===== config.mk =====
export PLATFORM = sky130hd
export DESIGN_NAME = seq_detect_param
export DESIGN_NICKNAME = d
export VERILOG_FILES = /design/src/rtl/seq_det_pkg.sv /design/src/rtl/sat_counter.sv /design/src/rtl/seq_detect_param.sv
export SDC_FILE = /design/constraint.sdc
export NUM_CORES = 1
export LEC_CHECK = 0
export BUFFER_PORTS_ARGS = -buffer_cell sky130_fd_sc_hd__buf_2
export CAP_MARGIN = 20
export CORE_MARGIN = 1
export CORE_UTILIZATION = 41
export CTS_CLUSTER_SIZE = 12
export DETAILED_ROUTE_END_ITERATION = 8
export GPL_TIMING_DRIVEN = 0
export PLACE_DENSITY = 0.69
export SLEW_MARGIN = 20
export SYNTH_ARGS = -nofsm -noshare
export SYNTH_HDL_FRONTEND = slang
export SYNTH_SLANG_ARGS = --single-unit

===== constraint.sdc =====
create_clock -name clk -period 4.2 [get_ports clk]
set_input_delay 0 -clock clk [delete_from_list [all_inputs] [get_ports clk]]
set_output_delay 0 -clock clk [all_outputs]
set_load 0.01 [all_outputs]

===== src/rtl/seq_det_pkg.sv =====
// ---------------------------------------------------------------------------
// seq_det_pkg
// Shared types and helpers for the parameterised serial sequence detector.
//   state_t   : detector state (S_FILL while history holds fewer than len
//               valid bits, S_DETECT once enough bits are present to match)
//   clamp_len : folds a requested pattern length into the legal range
//               [2, max_len]
// ---------------------------------------------------------------------------
package seq_det_pkg;

    typedef enum logic {
        S_FILL   = 1'b0,
        S_DETECT = 1'b1
    } state_t;

    localparam int MIN_LEN = 2;

    // Lengths of 0/1 make no sense for a sequence match and lengths beyond
    // the history width cannot be compared, so both ends are clamped.
    function automatic int clamp_len(input int raw_len, input int max_len);
        int result;
        result = raw_len;
        if (raw_len < MIN_LEN) begin
            result = MIN_LEN;
        end else if (raw_len > max_len) begin
            result = max_len;
        end
        return result;
    endfunction

endpackage


===== src/rtl/sat_counter.sv =====
// ---------------------------------------------------------------------------
// sat_counter
// Saturating event counter with a sticky saturation flag.
//   clk : clock (rising edge)
//   rst : synchronous active-high reset, clears cnt and sat
//   inc : count one event
//   clr : synchronous clear of cnt and sat; wins over a coincident inc
//   cnt : current count, holds at all-ones
//   sat : sticky, set when an event arrives while cnt is already all-ones
// ---------------------------------------------------------------------------
module sat_counter #(
    parameter int W = 8
) (
    input  logic         clk,
    input  logic         rst,
    input  logic         inc,
    input  logic         clr,
    output logic [W-1:0] cnt,
    output logic         sat
);

    logic [W-1:0] cnt_reg;
    logic         sat_reg;

    always_ff @(posedge clk) begin
        if (rst || clr) begin
            cnt_reg <= '0;
            sat_reg <= 1'b0;
        end else if (inc) begin
            if (&cnt_reg) begin
                sat_reg <= 1'b1;
            end else begin
                cnt_reg <= cnt_reg + W'(1);
            end
        end
    end

    assign cnt = cnt_reg;
    assign sat = sat_reg;

endmodule


===== src/rtl/seq_detect_param.sv =====
// ---------------------------------------------------------------------------
// seq_detect_param
// Runtime-configurable serial pattern detector.
// Accepted bits shift into a MAX_LEN-bit history; a match is flagged when the
// newest len bits equal the configured pattern (pattern bit [len-1] is the
// oldest of those bits) and at least len bits have been accepted since the
// last configuration load / reset / non-overlapping match.
//   clk         : clock, rising edge
//   rst         : synchronous active-high reset
//   x, x_valid  : serial data bit and its qualifier
//   cfg_load    : capture cfg_pattern / cfg_len / cfg_overlap, restart search
//   cfg_pattern : pattern, bits at or above len are ignored
//   cfg_len     : pattern length, clamped to [2, MAX_LEN]
//   cfg_overlap : 1 = overlapping matches allowed
//   cnt_clr     : clear match_cnt and cnt_sat
//   y           : registered single-cycle match pulse
//   match_cnt   : saturating match count
//   cnt_sat     : sticky saturation flag
// ---------------------------------------------------------------------------
module seq_detect_param
    import seq_det_pkg::*;
#(
    parameter int          MAX_LEN     = 8,
    parameter int          CNT_W       = 8,
    parameter logic [31:0] RST_PATTERN = 32'h1,
    parameter int          RST_LEN     = 4,
    parameter bit          RST_OVERLAP = 1'b1
) (
    input  logic                         clk,
    input  logic                         rst,
    input  logic                         x,
    input  logic                         x_valid,
    input  logic                         cfg_load,
    input  logic [MAX_LEN-1:0]           cfg_pattern,
    input  logic [$clog2(MAX_LEN+1)-1:0] cfg_len,
    input  logic                         cfg_overlap,
    input  logic                         cnt_clr,
    output logic                         y,
    output logic [CNT_W-1:0]             match_cnt,
    output logic                         cnt_sat
);

    localparam int LW = $clog2(MAX_LEN + 1);

    localparam logic [LW-1:0]      RST_LEN_CLAMPED = LW'(clamp_len(RST_LEN, MAX_LEN));
    localparam logic [MAX_LEN-1:0] RST_PAT         = RST_PATTERN[MAX_LEN-1:0];

    // configuration
    logic [MAX_LEN-1:0] pattern_reg;
    logic [LW-1:0]      len_reg;
    logic               overlap_reg;

    // detector state
    logic [MAX_LEN-1:0] hist_reg;
    logic [LW-1:0]      fill_reg;
    state_t             state_reg;
    logic               y_reg;

    logic [MAX_LEN-1:0] hist_next;
    logic [LW-1:0]      fill_next;
    logic [LW-1:0]      len_clamped;
    logic [MAX_LEN-1:0] len_mask;
    logic               accept;
    logic               enough_bits;
    logic               match;

    // A load edge ignores x so that the new configuration starts from a clean
    // history.
    assign accept      = x_valid & ~cfg_load;
    assign hist_next   = {hist_reg[MAX_LEN-2:0], x};
    assign fill_next   = (fill_reg == LW'(MAX_LEN)) ? fill_reg : fill_reg + LW'(1);
    assign len_clamped = LW'(clamp_len(int'(cfg_len), MAX_LEN));

    // Only the low len bits take part in the comparison.
    generate
        for (genvar gi = 0; gi < MAX_LEN; gi++) begin : g_mask
            assign len_mask[gi] = (gi < int'(len_reg));
        end
    endgenerate

    // In S_FILL fill < len, so the post-increment fill reaches len exactly on
    // the bit that completes the window; in S_DETECT the window is full.
    assign enough_bits = (state_reg == S_DETECT) || (fill_next == len_reg);

    assign match = accept && enough_bits &&
                   (((hist_next ^ pattern_reg) & len_mask) == '0);

    always_ff @(posedge clk) begin
        if (rst) begin
            pattern_reg <= RST_PAT;
            len_reg     <= RST_LEN_CLAMPED;
            overlap_reg <= RST_OVERLAP;
            hist_reg    <= '0;
            fill_reg    <= '0;
            state_reg   <= S_FILL;
            y_reg       <= 1'b0;
        end else if (cfg_load) begin
            pattern_reg <= cfg_pattern;
            len_reg     <= len_clamped;
            overlap_reg <= cfg_overlap;
            hist_reg    <= '0;
            fill_reg    <= '0;
            state_reg   <= S_FILL;
            y_reg       <= 1'b0;
        end else begin
            y_reg <= match;
            if (accept) begin
                hist_reg <= hist_next;
                if (match && !overlap_reg) begin
                    // Non-overlapping: the next match must be built from
                    // entirely new bits.
                    fill_reg  <= '0;
                    state_reg <= S_FILL;
                end else begin
                    fill_reg  <= fill_next;
                    state_reg <= (fill_next >= len_reg) ? S_DETECT : S_FILL;
                end
            end
        end
    end

    assign y = y_reg;

    sat_counter #(
        .W (CNT_W)
    ) u_cnt (
        .clk (clk),
        .rst (rst),
        .inc (match),
        .clr (cnt_clr),
        .cnt (match_cnt),
        .sat (cnt_sat)
    );

endmodule


Yosys cells after proc, flatten, opt, wreduce, memory -nomap -nowiden
Cells that the tools add are included.
Widths: inputs -> output; s select.

storage, ports and cells
  bits in registers = 35
  input bits = 19
  output and inout port bits = 10

operators by class
  add/sub/neg operators = 2
  $lt $le $gt $ge = 11
  equality and inequality tests = 2
  multiplexer cells = 6
  bitwise logic cells = 5
  reductions and logical operators = 11

operators by type and width
  operator             count
  $lt 3x4->1 const A   4
  $mux 4               4
  $reduce_and 9->1     1
  $add 8x1->8 const B  1
  $and 8x8->8          1
  $logic_not 8->1      1
  $lt 1x4->1 const A   2
  $lt 2x4->1 const A   2
  $reduce_and 8->1     1
  $xor 8x8->8          1
  $add 4x1->4 const B  1
  $eq 4x4->1           1
  $eq 4x4->1 const B   1
  $ge 4x4->1           1
  $gt 4x4->1 const B   1
  $lt 4x2->1 const B   1
  $logic_and 1x1->1    3
  $logic_or 1x1->1     2
  $mux 1               2
  $not 1->1            2
  $reduce_and 2->1     1
  $reduce_or 2->1      1
  $and 1x1->1          1
  $logic_not 1->1      1

Longest topological paths before layout
  word-level depth = 8
  mapped depth = 11
  mapped depth without buffers = 11

Cells and area by module
A second synthesis with hierarchy kept.

unflattened totals
  cells, all modules = 192
  area total of the unflattened synthesis = 1806.7 sq um

modules (own cells, without submodules)
  module            times used  cells an instance  area an instance (sq um)  sequential area each (sq um)
  seq_detect_param  1           140                1346.3                    520.5
  sat_counter       1           52                 460.4                     180.2

Least setup slack after synthesis
Ideal clock, no wire load.

  path type = flip-flop to flip-flop
  from = reg fill_reg[0]
  to = reg u_cnt.cnt_reg[6] (netlist: u_cnt.cnt[6])
  setup time = 119 ps
  arrival = 2056 ps
  data required time = 4081 ps
  setup slack = 2025 ps
  cell stages (with the launch flop) = 11
  buffers on the path = 0
  clock period less this slack = 2175 ps
  cells stage by stage = dfxtp_1 > inv_1 > ha_1 > nand3b_1 > xnor2_1 > ha_1 > a41oi_1 > a21oi_1 > nand3_1 > or2_2 > o221a_2

on the way
  cells in the longest elaborated chain, start to end = 7

RTL lines
  what                                       line                     source
  start, declared                            seq_detect_param.sv:55   logic [LW-1:0] fill_reg;
  start signal, assigned                     seq_detect_param.sv:115  fill_reg <= fill_next;
  $add 4x1->4 or $eq 4x4->1 (tied branches)  seq_detect_param.sv:71   assign fill_next = (fill_reg == LW'(MAX_LEN)) ? fill_reg : fill_reg + LW'(1);
  $mux 4 *                                   seq_detect_param.sv:71
  $eq 4x4->1 *                               seq_detect_param.sv:83   assign enough_bits = (state_reg == S_DETECT) || (fill_next == len_reg);
  $logic_or 1x1->1 *                         seq_detect_param.sv:83
  $logic_and 1x1->1 * (2 in a row)           seq_detect_param.sv:85   assign match = accept && enough_bits &&
  $reduce_and 2->1 (no line) *               --
  end signal, assigned                       sat_counter.sv:33        cnt_reg <= cnt_reg + W'(1);
  end, declared                              sat_counter.sv:22        logic [W-1:0] cnt_reg;

Every way passes the cells marked *; elsewhere a longest branch is shown, timed or not.
A chain may end at the register's enable or synchronous reset.

Worst setup path after layout
  from = reg fill_reg[0]
  to = reg state_reg

on the way
  cells in the longest elaborated chain, start to end = 8

RTL lines
  what                                                                line                     source
  $add 4x1->4 or $eq 4x4->1 (tied branches)                           seq_detect_param.sv:71
  $mux 4 *                                                            seq_detect_param.sv:71
  parallel branches: the longest is 5 deep, another holds $ge 4x4->1  --
  $mux 1 *                                                            seq_detect_param.sv:109  if (match && !overlap_reg) begin
  end signal, assigned                                                seq_detect_param.sv:116  state_reg <= (fill_next >= len_reg) ? S_DETECT : S_FILL;
  end, declared                                                       seq_detect_param.sv:56   state_t state_reg;

Every way passes the cells marked *.

==> metrics.md <==
| Metric | Value |
|---|---|
| Place WS | 1.569 ns |
| Leakage | 0.9255 nW |
| Hold EP | hist_reg[0] |
| DP Wirelength | 2.775 mm |
| Number of flops mapped to enable cells by yosys | 0 |
| Initial Util | 43.60% |
| Core ar. | 4086 sq um |
| Commonest cells post-synth | dfxtp_1, nor2_1, mux2i_1, nand2_1, inv_1 |
| Final Core Density | 53.31% |
| Die area | 4613 sq um |
| Insertion delay of the later-clocked pin in the worst-skew pair | 0.29 ns |
| I/O Buffers | 26 |
| CP max FO | 5 |
| Row Count | 23 |
| DR vias | 1571 |
| Tot Pwr | 0.6758 mW |
| Post-CTS sizing | 0 |
| Yosys warning count | 0 |
| Hold Fails Final Rpt | 0 |
| Max stage delay cell, worst path | nor4_1 |
| Total CTS buffers | 5 |
| Setup tns final | 0 ns |
| Worst relative slew slack | 45.81% |
| Worst R2R End | state_reg |
| Routed wire length | 3.872 mm |
| Delay-heaviest family, CP | simple AND/OR/NAND/NOR gates |
| Max Cap Viol | 0 |
| Syn nets | 227 |
| Top cell type's share of synthesized area | 39.33% |
| Cell taking the most area after synthesis | dfxtp_1 |
| Worst setup margin | 1.598 ns |
| RSZ-0062 raised after global routing | false |
| First-pass iteration count of the detailed router | 4 |
| FF-to-FF Start | fill_reg[0] |
| DR WL/cell | 13.04 microns |
| Count of final setup violators | 0 |
| Worst-path cell chain | inv_1 > ha_1 > nand2_1 > nand3_1 > o21ai_0 > ha_1 > a41oi_1 > a21oi_1 > nand3_1 > nor4_1 > nor4_1 |
| WHS | 0.009157 ns |
| H-tree depth | 2 |
| Vias in the first global route | 1423 |
| Peak Freq | 384.3 MHz |
| CP Buf/Inv Count | 1 |
| CP max stage delay | 0.65 ns |
| Max Slew Vio Count | 0 |
| Layout net count | 272 |
| Hold_sp | x |
| Shortest period the worst path allows | 2.602 ns |
| Die span in y | 67.92 microns |
| Crit path kind | flop to flop |
| CP required | 4.34 ns |
| CP Launch Type | flop |
| Worst reg2reg setup slack | 1.60 ns |
| WP data arrival | 2.74 ns |
| Area Growth Syn to Fin | 22.26% |
| CTS root buf | clkbuf_8 |
| Synthesized area | 1782 sq um |
| Worst VDD drop | 210.2 uV |
| Syn_area_per_cell | 8.864 sq um |
| Worst clock skew | 0.009143 ns |
| First-pass GRT wire length | 6.348 mm |
| Drt via density | 5.290 |
| CTS clock-pin slew for the worst setup and hold paths | 0.06 ns |
| Mapped Cells | 201 |
| Ratio of cells with drive above 1 in the final layout | 18.22% |
| Clk buf depth | 2 |
| Top FF cell, synth | dfxtp_1 |
| # clock sinks | 35 |
| Initial DRC Count | 71 |
| Register-to-Register Path Depth | 11 |
| GPL Wtd Cong | 0.8253 |
| Routed Antenna Nets | 0 |
| Count leader, synth | dfxtp_1 |
| GRT Residual Overflow | 0 |
| Postcts setup bufs | 0 |
| CTS tree | built |
| Hold Crit Class | input pin to flop |
| Initial antenna violation count | 0 |
| Die X | 67.92 microns |
| ANT cells | 0 |
| Status | finished clean |
| Cts hold-fix bufs | 12 |
| Period utilisation layout | 61.96% |
| Hold path cells | 3 |
| Synth area leaders | dfxtp_1, mux2i_1, ha_1 |
| Seq/Total Area, Yosys | 39.33% |
| Top-Level Pins | 29 |
| Synth async-reset ratio | 0% |
| Drt drc | 0 |
| CP endpoint kind | flop |
| Slew @ Worst Pin | 0.8055 ns |
| Pwr per Cell Area | 310.2 nW/um^2 |
| #FFs+latches synth | 35 |
| Total track usage | 18.38% |
| Distinct cells, synth | 44 |
| Largest net degree at the start of global routing | 12 |
-- power by group --
group	switching (mW)	internal [mW]	leakage, nW	total, mW
registers	0.0105	0.342	0.285	0.353
logic	0.0486	0.0439	0.592	0.0925
clock network	0.117	0.113	0.0477	0.231
total	0.176	0.499	0.926	0.676
-- cells in the final DEF, fill, tap and decap left out, drive strengths merged, types with 2 or more instances in the layout --
master | Yosys | layout
a211o | 3 | 3
a21o | 2 | 2
a21oi | 8 | 8
a41oi | 2 | 2
buf | 2 | 28
clkbuf | 5 | 10
clkinv | 0 | 3
dfxtp | 35 | 35
dlygate4sd3 | 0 | 12
ha | 7 | 7
inv | 10 | 10
mux2i | 18 | 18
nand2 | 13 | 13
nand2b | 3 | 3
nand3 | 8 | 8
nand4 | 3 | 3
nor2 | 22 | 22
nor2b | 2 | 2
nor3 | 7 | 7
nor4 | 4 | 4
o21ai | 6 | 6
o22ai | 2 | 2
o311ai | 2 | 2
o31ai | 3 | 3
or2 | 3 | 3
or3 | 5 | 5
or4 | 3 | 3
xnor2 | 3 | 3
xor2 | 7 | 7
-- worst register-to-register path: cells and delay by family, from the launching register on --
family / cells / cell delay (ns)
simple gates: 5 / 1.05
buf+inv: 1 / 0.07
compound gates: 3 / 0.48
fa+ha+maj: 2 / 0.50
flops: 1 / 0.36
-- final cells by class --
cell class / count / area, sq um
fillers: 388 / 1908
clock buffers: 5 / 68.82
inverters: 10 / 37.54
clock inverters: 3 / 15.01
repair buffers: 38 / 250.2
plain buffers: 7 / 26.28
multi-input cells: 149 / 1017
well taps: 50 / 62.56
flip-flops and latches: 35 / 700.7
-- logic make-up after synthesis --
group	share of synthesized area [%]
flops	39.33
buf+inv	3.582
simple gates	22.26
compound gates	14.89
xor+xnor	4.916
mux	10.11
fa+ha+maj	4.916
-- per-layer routing --
metal	wire length (microns)	global-route usage, %	share of wire (%)
met5	0	0	0
met4	55	7.292	1.4
met3	121	4.167	3.1
met2	1695	27.33	44
met1	2000	25.46	52
-- how the worst max path moves through the flow --
stage / cells after the start / to / slack (ns) / from
after floorplan: 10 / u_cnt.cnt[6] / 2.02 / fill_reg[0]
after global placement: 11 / state_reg / 1.63 / fill_reg[0]
after detailed placement: 11 / state_reg / 1.57 / fill_reg[0]
after CTS: 11 / state_reg / 1.55 / fill_reg[0]
after global routing: 11 / fill_reg[3] / 1.27 / fill_reg[0]
final: 11 / state_reg / 1.60 / fill_reg[0]
-- stage by stage --
| step | area, sq um | instances |
|---|---|---|
| after floorplan | 1782 | 201 |
| final | 2178 | 297 |
| after CTS | 2178 | 297 |
| after detailed placement | 1974 | 277 |
| after global placement | 1974 | 277 |
| after global routing | 2178 | 297 |
Power figures use the tool's default switching activity.
